`src/rtl/ib_ram_page_writer.sv`:
```
`default_nettype none
// ============================================================================
// Module   : ib_ram_page_writer
// Brief    : Streams one LUT image into the IB-VNU symmetric LUT RAMs with a
//            strictly sequential page address over a valid/ready handshake.
// Revision : 1.0 - initial release
// ============================================================================
module ib_ram_page_writer #(
  parameter int ENTRY_ADDR    = 7,
  parameter int BANK_NUM      = 2,
  parameter int LUT_PORT_SIZE = 4,
  parameter int ITER_W        = 5
) (
  input  logic                              write_clk,
  input  logic                              rstn,
  input  logic                              load_start,
  input  logic [ITER_W-1:0]                 load_iter,
  input  logic                              load_abort,
  input  logic [LUT_PORT_SIZE*BANK_NUM-1:0] lut_in_data,
  input  logic                              lut_in_valid,
  output logic                              lut_in_ready,
  output logic [ENTRY_ADDR-1:0]             page_addr_ram,
  output logic [LUT_PORT_SIZE*BANK_NUM-1:0] ram_write_data_1,
  output logic                              ib_ram_we,
  output logic                              busy,
  output logic [ITER_W-1:0]                 cur_iter,
  output logic                              load_done,
  output logic                              load_aborted,
  output logic                              start_err
);

  localparam logic [ENTRY_ADDR:0] c_DEPTH = {1'b1, {ENTRY_ADDR{1'b0}}};
  localparam logic [ENTRY_ADDR:0] c_LAST  = {1'b0, {ENTRY_ADDR{1'b1}}};
  localparam logic [ENTRY_ADDR:0] c_ONE   = {{ENTRY_ADDR{1'b0}}, 1'b1};

  typedef enum logic [1:0] {
    S_IDLE  = 2'd0,
    S_LOAD  = 2'd1,
    S_FLUSH = 2'd2,
    S_DONE  = 2'd3
  } state_t;

  state_t                r_state;
  state_t                w_state_nxt;
  logic [ENTRY_ADDR:0]   r_cnt;
  logic [ENTRY_ADDR:0]   w_cnt_nxt;
  logic [ITER_W-1:0]     r_pend_iter;
  logic                  w_wr;
  logic                  w_abort;

  // Abort outranks a same-cycle handshake, so the in-flight entry is dropped.
  always_comb begin
    w_state_nxt = r_state;
    w_cnt_nxt   = r_cnt;
    w_wr        = 1'b0;
    w_abort     = 1'b0;
    case (r_state)
      S_IDLE: begin
        if (load_start) begin
          w_state_nxt = S_LOAD;
          w_cnt_nxt   = '0;
        end
      end
      S_LOAD: begin
        if (load_abort) begin
          w_state_nxt = S_IDLE;
          w_abort     = 1'b1;
        end else if (lut_in_valid && lut_in_ready) begin
          w_wr      = 1'b1;
          w_cnt_nxt = r_cnt + c_ONE;
          if (r_cnt == c_LAST) begin
            w_state_nxt = S_FLUSH;
          end
        end
      end
      S_FLUSH: begin
        if (load_abort) begin
          w_state_nxt = S_IDLE;
          w_abort     = 1'b1;
        end else begin
          w_state_nxt = S_DONE;
        end
      end
      S_DONE: begin
        w_state_nxt = S_IDLE;
      end
      default: begin
        w_state_nxt = S_IDLE;
      end
    endcase
  end

  always_ff @(posedge write_clk) begin
    if (!rstn) begin
      r_state     <= S_IDLE;
      r_cnt       <= '0;
      r_pend_iter <= '0;
    end else begin
      r_state <= w_state_nxt;
      r_cnt   <= w_cnt_nxt;
      if ((r_state == S_IDLE) && load_start) begin
        r_pend_iter <= load_iter;
      end
    end
  end

  // Ready is registered from the next state/count so it never sees lut_in_valid.
  always_ff @(posedge write_clk) begin
    if (!rstn) begin
      lut_in_ready     <= 1'b0;
      page_addr_ram    <= '0;
      ram_write_data_1 <= '0;
      ib_ram_we        <= 1'b0;
      cur_iter         <= '0;
      load_done        <= 1'b0;
      load_aborted     <= 1'b0;
      start_err        <= 1'b0;
    end else begin
      lut_in_ready <= (w_state_nxt == S_LOAD) && (w_cnt_nxt < c_DEPTH);
      ib_ram_we    <= w_wr;
      if (w_wr) begin
        page_addr_ram    <= r_cnt[ENTRY_ADDR-1:0];
        ram_write_data_1 <= lut_in_data;
      end
      load_done    <= (r_state == S_DONE);
      load_aborted <= w_abort;
      if (r_state == S_DONE) begin
        cur_iter <= r_pend_iter;
      end
      if (load_start && (r_state != S_IDLE)) begin
        start_err <= 1'b1;
      end
    end
  end

  assign busy = (r_state == S_LOAD) || (r_state == S_FLUSH);

endmodule
`default_nettype wire

```
`config.mk`:
```
export PLATFORM = sky130hd
export DESIGN_NAME = ib_ram_page_writer
export DESIGN_NICKNAME = d
export VERILOG_FILES = /design/src/rtl/ib_ram_page_writer.sv
export SDC_FILE = /design/constraint.sdc
export NUM_CORES = 1
export LEC_CHECK = 0
export CORE_MARGIN = 2
export CORE_UTILIZATION = 34
export DETAILED_ROUTE_END_ITERATION = 16
export DONT_BUFFER_PORTS = 1
export GPL_TIMING_DRIVEN = 0
export PLACE_DENSITY = 0.57
export SKIP_LAST_GASP = 1
export SLEW_MARGIN = 20
export SYNTH_ARGS = -nofsm -noshare
export SYNTH_HDL_FRONTEND = slang
export SYNTH_SLANG_ARGS = --single-unit
```
`constraint.sdc`:
```
create_clock -name write_clk -period 2.25 [get_ports write_clk]
set_clock_uncertainty 0.2 [all_clocks]
set_input_delay 0.3375 -clock write_clk [delete_from_list [all_inputs] [get_ports write_clk]]
set_output_delay 0.3375 -clock write_clk [all_outputs]
set_load 0.05 [all_outputs]
```
[Word-level counts from Yosys, hierarchy flattened]
Cells that the tools add are included.
Storage, ports and cells
  register bits: 40
  latch bits: 0
  memory bits (writable): 0
  memory bits (read-only): 0
  input port bits: 18
  output and inout port bits: 26
  logic and storage cells: 41
  memories kept: 0
Operators by class
  add/subtract/negate cells: 1
  multipliers: 0
  div/mod/pow operators: 0
  order comparisons: 1
  equality and inequality tests: 5
  shift-type cells: 0
  muxes and demuxes: 14
  bitwise gates (word level): 0
  reduce and logical (&&, ||, !) cells: 9
Operators with widths (number)
  $mux W8: 3
  $pmux W8 S2: 1
  $mux W2: 5
  $add A8 B1 Y8 const B: 1
  $eq A8 B7 Y1 const B: 1
  $lt A8 B8 Y1 const B: 1
  $pmux W2 S4: 1
  $eq A2 B1 Y1 const B: 2
  $eq A2 B2 Y1 const B: 2
  $logic_and A1 B1 Y1: 4
  $mux W1: 4
  $logic_not A2 Y1: 1
  $reduce_and A2 Y1: 1
  $reduce_bool A2 Y1: 1
  $reduce_or A2 Y1: 1
  $logic_or A1 B1 Y1: 1

[Depth between registers and ports, before layout]
  depth in word-level cells: 7
  depth in mapped cells: 7
  depth with buffers taken out: 6

[Worst setup path after synthesis]
OpenSTA, ideal clock, no wires.
  path type: reg-to-reg
  start point: register lut_in_ready
  end point: register lut_in_ready
  setup time: 61 ps
  arrival: 1562 ps
  data required time: 1989 ps
  slack: 427 ps
  stages on the path, launching flop included: 5
  buffers on the path: 0
  period minus slack after synthesis: 1823 ps
  path through: dfxtp_1 -> nand3b_4 -> o31a_1 -> o21ai_1 -> and4_1
On the way
  word-level cells in the longest chain between the ends: 6
  elaborated cells on any way between the ends: 10
  classes of those cells: order compare: 1; eq/ne: 1; mux: 6; reduce/logical: 2
RTL lines
  from (decl): RTL line 21  | output logic lut_in_ready,
  from (signal assigned): RTL line 119  | lut_in_ready <= (w_state_nxt == S_LOAD) && (w_cnt_nxt < c_DEPTH);
  $logic_and A1 B1 Y1 *: RTL line 68  | end else if (lut_in_valid && lut_in_ready) begin
  $mux W8 / $mux W2 (equally long branches): RTL line 68
  $mux W8 / $mux W2 (equally long branches): RTL line 65  | if (load_abort) begin
  $pmux W8 S2 / $pmux W2 S4 (equally long branches): RTL line 57  | case (r_state)
  $lt A8 B8 Y1 / $eq A2 B1 Y1 (equally long branches): RTL line 119
  $logic_and A1 B1 Y1 *: RTL line 119
Every way passes the cells marked *; elsewhere a longest branch is shown, timed or not.
A chain may end at the register's enable or synchronous reset.

[Worst setup path after layout]
  start point: register r_state[0]
  end point: register r_cnt[4]
On the way
  word-level cells in the longest chain between the ends: 2
  elaborated cells on any way between the ends: 3
  classes of those cells: eq/ne: 1; mux: 1; reduce/logical: 1
RTL lines
  from (decl): RTL line 43  | state_t r_state;
  from (signal assigned): RTL line 99  | r_state <= w_state_nxt;
  $eq A2 B1 Y1 / $logic_not A2 Y1 (equally long branches): RTL line 57
  $pmux W8 S2 *: RTL line 57
  to (signal assigned): RTL line 100  | r_cnt <= w_cnt_nxt;
  to (decl): RTL line 45  | logic [ENTRY_ADDR:0] r_cnt;
Marked as above.

==> impl_metrics.toml <==
[min_path]
hold_class = "in2reg"
hold_depth = 2

[yosys]
synth_area_um2 = 1698
synth_area_leaders = "dfxtp_1, nand2_1, a21oi_1"
postSynthAreaPerCell_um2 = 8.936
synth_cell_types = 36
synth-xor-area-share = 0.02063
synth_top_family_by_area = "simple AND/OR/NAND/NOR gates"
synth_seq_cells = 40
yosys.area.top_type = "dfxtp_1"
yosysTopAreaCellShare = 0.4716
synthArstFlopShare = 0
synth_seq_area_share = 0.4716
yosys-top-cells-count = "nand2_1, dfxtp_1, a21oi_1"
syn_inst = 190
synthAdderAreaFrac = 0.03685
synthMuxAreaShare = 0.04274
synth_edf_count = 0
syn-num-nets = 213
yosys.area_share.simple = 0.2174
ys_warn_count = 0
synth_compound_area_frac = 0.1643
synth_ff_type = "dfxtp_1"
synth.most_common_cell = "nand2_1"

[global_routing]
grt_pass1_vias = 1324
antenna_found_initial = 0
grt_max_degree = 13
grt.met2_usage = 0.2291
grt_pass1_wl_um = 6175
top_usage_layer = "met2"
use_met1 = 0.1849
globalRouteOverflowTotal = 0
met3_usage = 0.05489
grt_usage = 0.1479

[power]
combPwrFrac = 0.090
intPower_mw = 1.015
seqPwrFrac = 0.551
leakage_nw = 0.7298
p_total_mw = 1.359
power.switching_mw = 0.3440
irDropWorstVdd_mv = 0.3018
p_per_area_nw_per_um2 = 671.4
swShare = 0.2531
clkPwrFrac = 0.359

[timing]
final_max_slew_viol_count = 0
period_share = 0.9129
fin_setup_tns_ps = 0
relSlewSlack = 0.5500
max_freq_mhz = 486.8
rsz0062_at_grt = "no"
setup_slack_ps = 196.0
finalCriticalPeriod_ps = 2054
final_hold_viol_count = 0
worstMarginPinSlew_ps = 674.1
setup_viol = 0

[clock_tree]
htreeDepth = 2
tritoncts = "yes"
cts_max_path_buffers = 2
clk_latency_ps = 280
numCtsBuffers = 5
clkTransAtPathRegs_ps = 80
cts_sinks = 40
cts_resized = 0
cts_setup_buffers = 0
cts_root_buf = "clkbuf_8"

[routing]
drc_errors = 0
antenna_left = 0
num_vias = 1342
drt_first_pass_iters = 4
vias_per_cell = 4.793
routed_wl_um = 3702
avgRoutedWirePerCell_um = 13.22
drtIter0Drc = 63

[placed_design]
place_hpwl_um = 2540
place.gp.congestion = 0.7742
place_inst = 257
dpl_cell_area_um2 = 1782
port_buffers = 0
pre_cts_ws_ps = 225.9

[flow_run]
cap_violations = 0

[final_layout]
stdcell_count = 280
final_nets = 235
diodes = 0
final_cell_area_um2 = 2024
drive_gt1_frac = 0.1033
syn_to_final_growth_pct = 19.23

[critical_path]
reg2reg_depth = 7
critPathMaxFanout = 10
path_class = "reg2reg"
critPathRequiredTime_ps = 2230
critPathArrivalTime_ps = 2040
crit_path_end_kind = "flop"
setup.worst_path.start_class = "flop"

[floorplan]
die_width_um = 74.67
io_pins = 44
core_region_area_um2 = 4755
initial_core_util = 0.3571
rows = 25
fp.dieH_um = 74.67
die_area_um2 = 5575

[run_status]
status = "complete, no violations"
-- power groups by stage --
stage	logic (mW)	clock network, mW	registers, mW
after global routing	0.134	0.532	0.752
after global placement	0.100	0	0.766
after detailed placement	0.100	0	0.767
after floorplan	0.0824	0	0.764
after CTS	0.123	0.510	0.750
final	0.122	0.487	0.750
-- cell families (layout without fill, tap and decap cells) --
| logic type | after synthesis | count (layout) |
|---|---|---|
| adder cells (fa/ha/maj) | 5 | 5 |
| flip-flops | 40 | 40 |
| AND/OR/NAND/NOR | 77 | 77 |
| multiplexers | 6 | 6 |
| buffers and inverters | 18 | 41 |
| XOR/XNOR | 4 | 4 |
| AO/OA/AOI/OAI | 40 | 40 |
-- cells in the final DEF, fill, tap and decap left out, drive strengths merged, types with 6 or more instances in the layout --
cell type,instances
dfxtp,40
inv,7
a21oi,24
mux2i,6
buf,7
clkbuf,10
nand3,7
nor2,15
dlygate4sd3,15
nand2,42
-- final timing paths --
kind / end / slack [ps] / from
setup reg to reg: r_cnt[4] / 200 / r_state[0]
setup / recovery: r_cnt[4] / 200 / r_state[0]
hold / removal: r_cnt[5] / 60 / rstn
hold reg to reg: r_pend_iter[3] / 260 / r_pend_iter[3]
-- layer usage --
metal / wire (um) / part of all wire / vias to the layer above
met3: 240 / 0.065 / 4
met4: 70 / 0.019 / 0
met5: 0 / 0 / -
met1: 1668 / 0.45 / 614
li1: - / - / 692
met2: 1723 / 0.47 / 32
-- per-stage QoR --
stage | utilization | hold slack [ps]
6_report | 0.4258 | 57.28
4_1_cts | 0.4258 | 36.51
3_5_place_dp | 0.3747 | 251.7
2_1_floorplan | - | 236.0
5_1_grt | 0.4258 | 52.82
3_3_place_gp | 0.3747 | 248.0
-- sequential cells by signal, summed over array words and instances (netlist names) --
register and cells:
load_done 1, lut_in_ready 1, r_cnt 8, ib_ram_we 1, cur_iter 5, ram_write_data_1 8
r_pend_iter 5, r_state 2, load_aborted 1, page_addr_ram 7, start_err 1
-- cell type report --
| cell class | count | area (um^2) |
|---|---|---|
| timing repair buffer | 15 | 150.1 |
| tap | 67 | 83.83 |
| fill | 503 | 2730 |
| sequential | 40 | 800.8 |
| buffer | 11 | 52.55 |
| inverter | 7 | 26.28 |
| clock inverter | 2 | 10.01 |
| multi-input combinational | 132 | 818.3 |
| clock buffer | 6 | 82.58 |
-- critical path, cell delays in order (launching register included) --
cell and delay [ps]:
dfxtp_1 360, inv_1 100, ha_1 230, buf_2 240, nand2_1 200, o21ai_2 310
o22ai_1 140, a21o_1 180
-- what timing repair did --
item | 4_1_cts | 5_1_grt
hold buffers | 15 | 0
setup endpoints to repair | 0 | 0
hold endpoints to repair | 16 | 0
No activity file was read; power rests on OpenSTA's default activity.
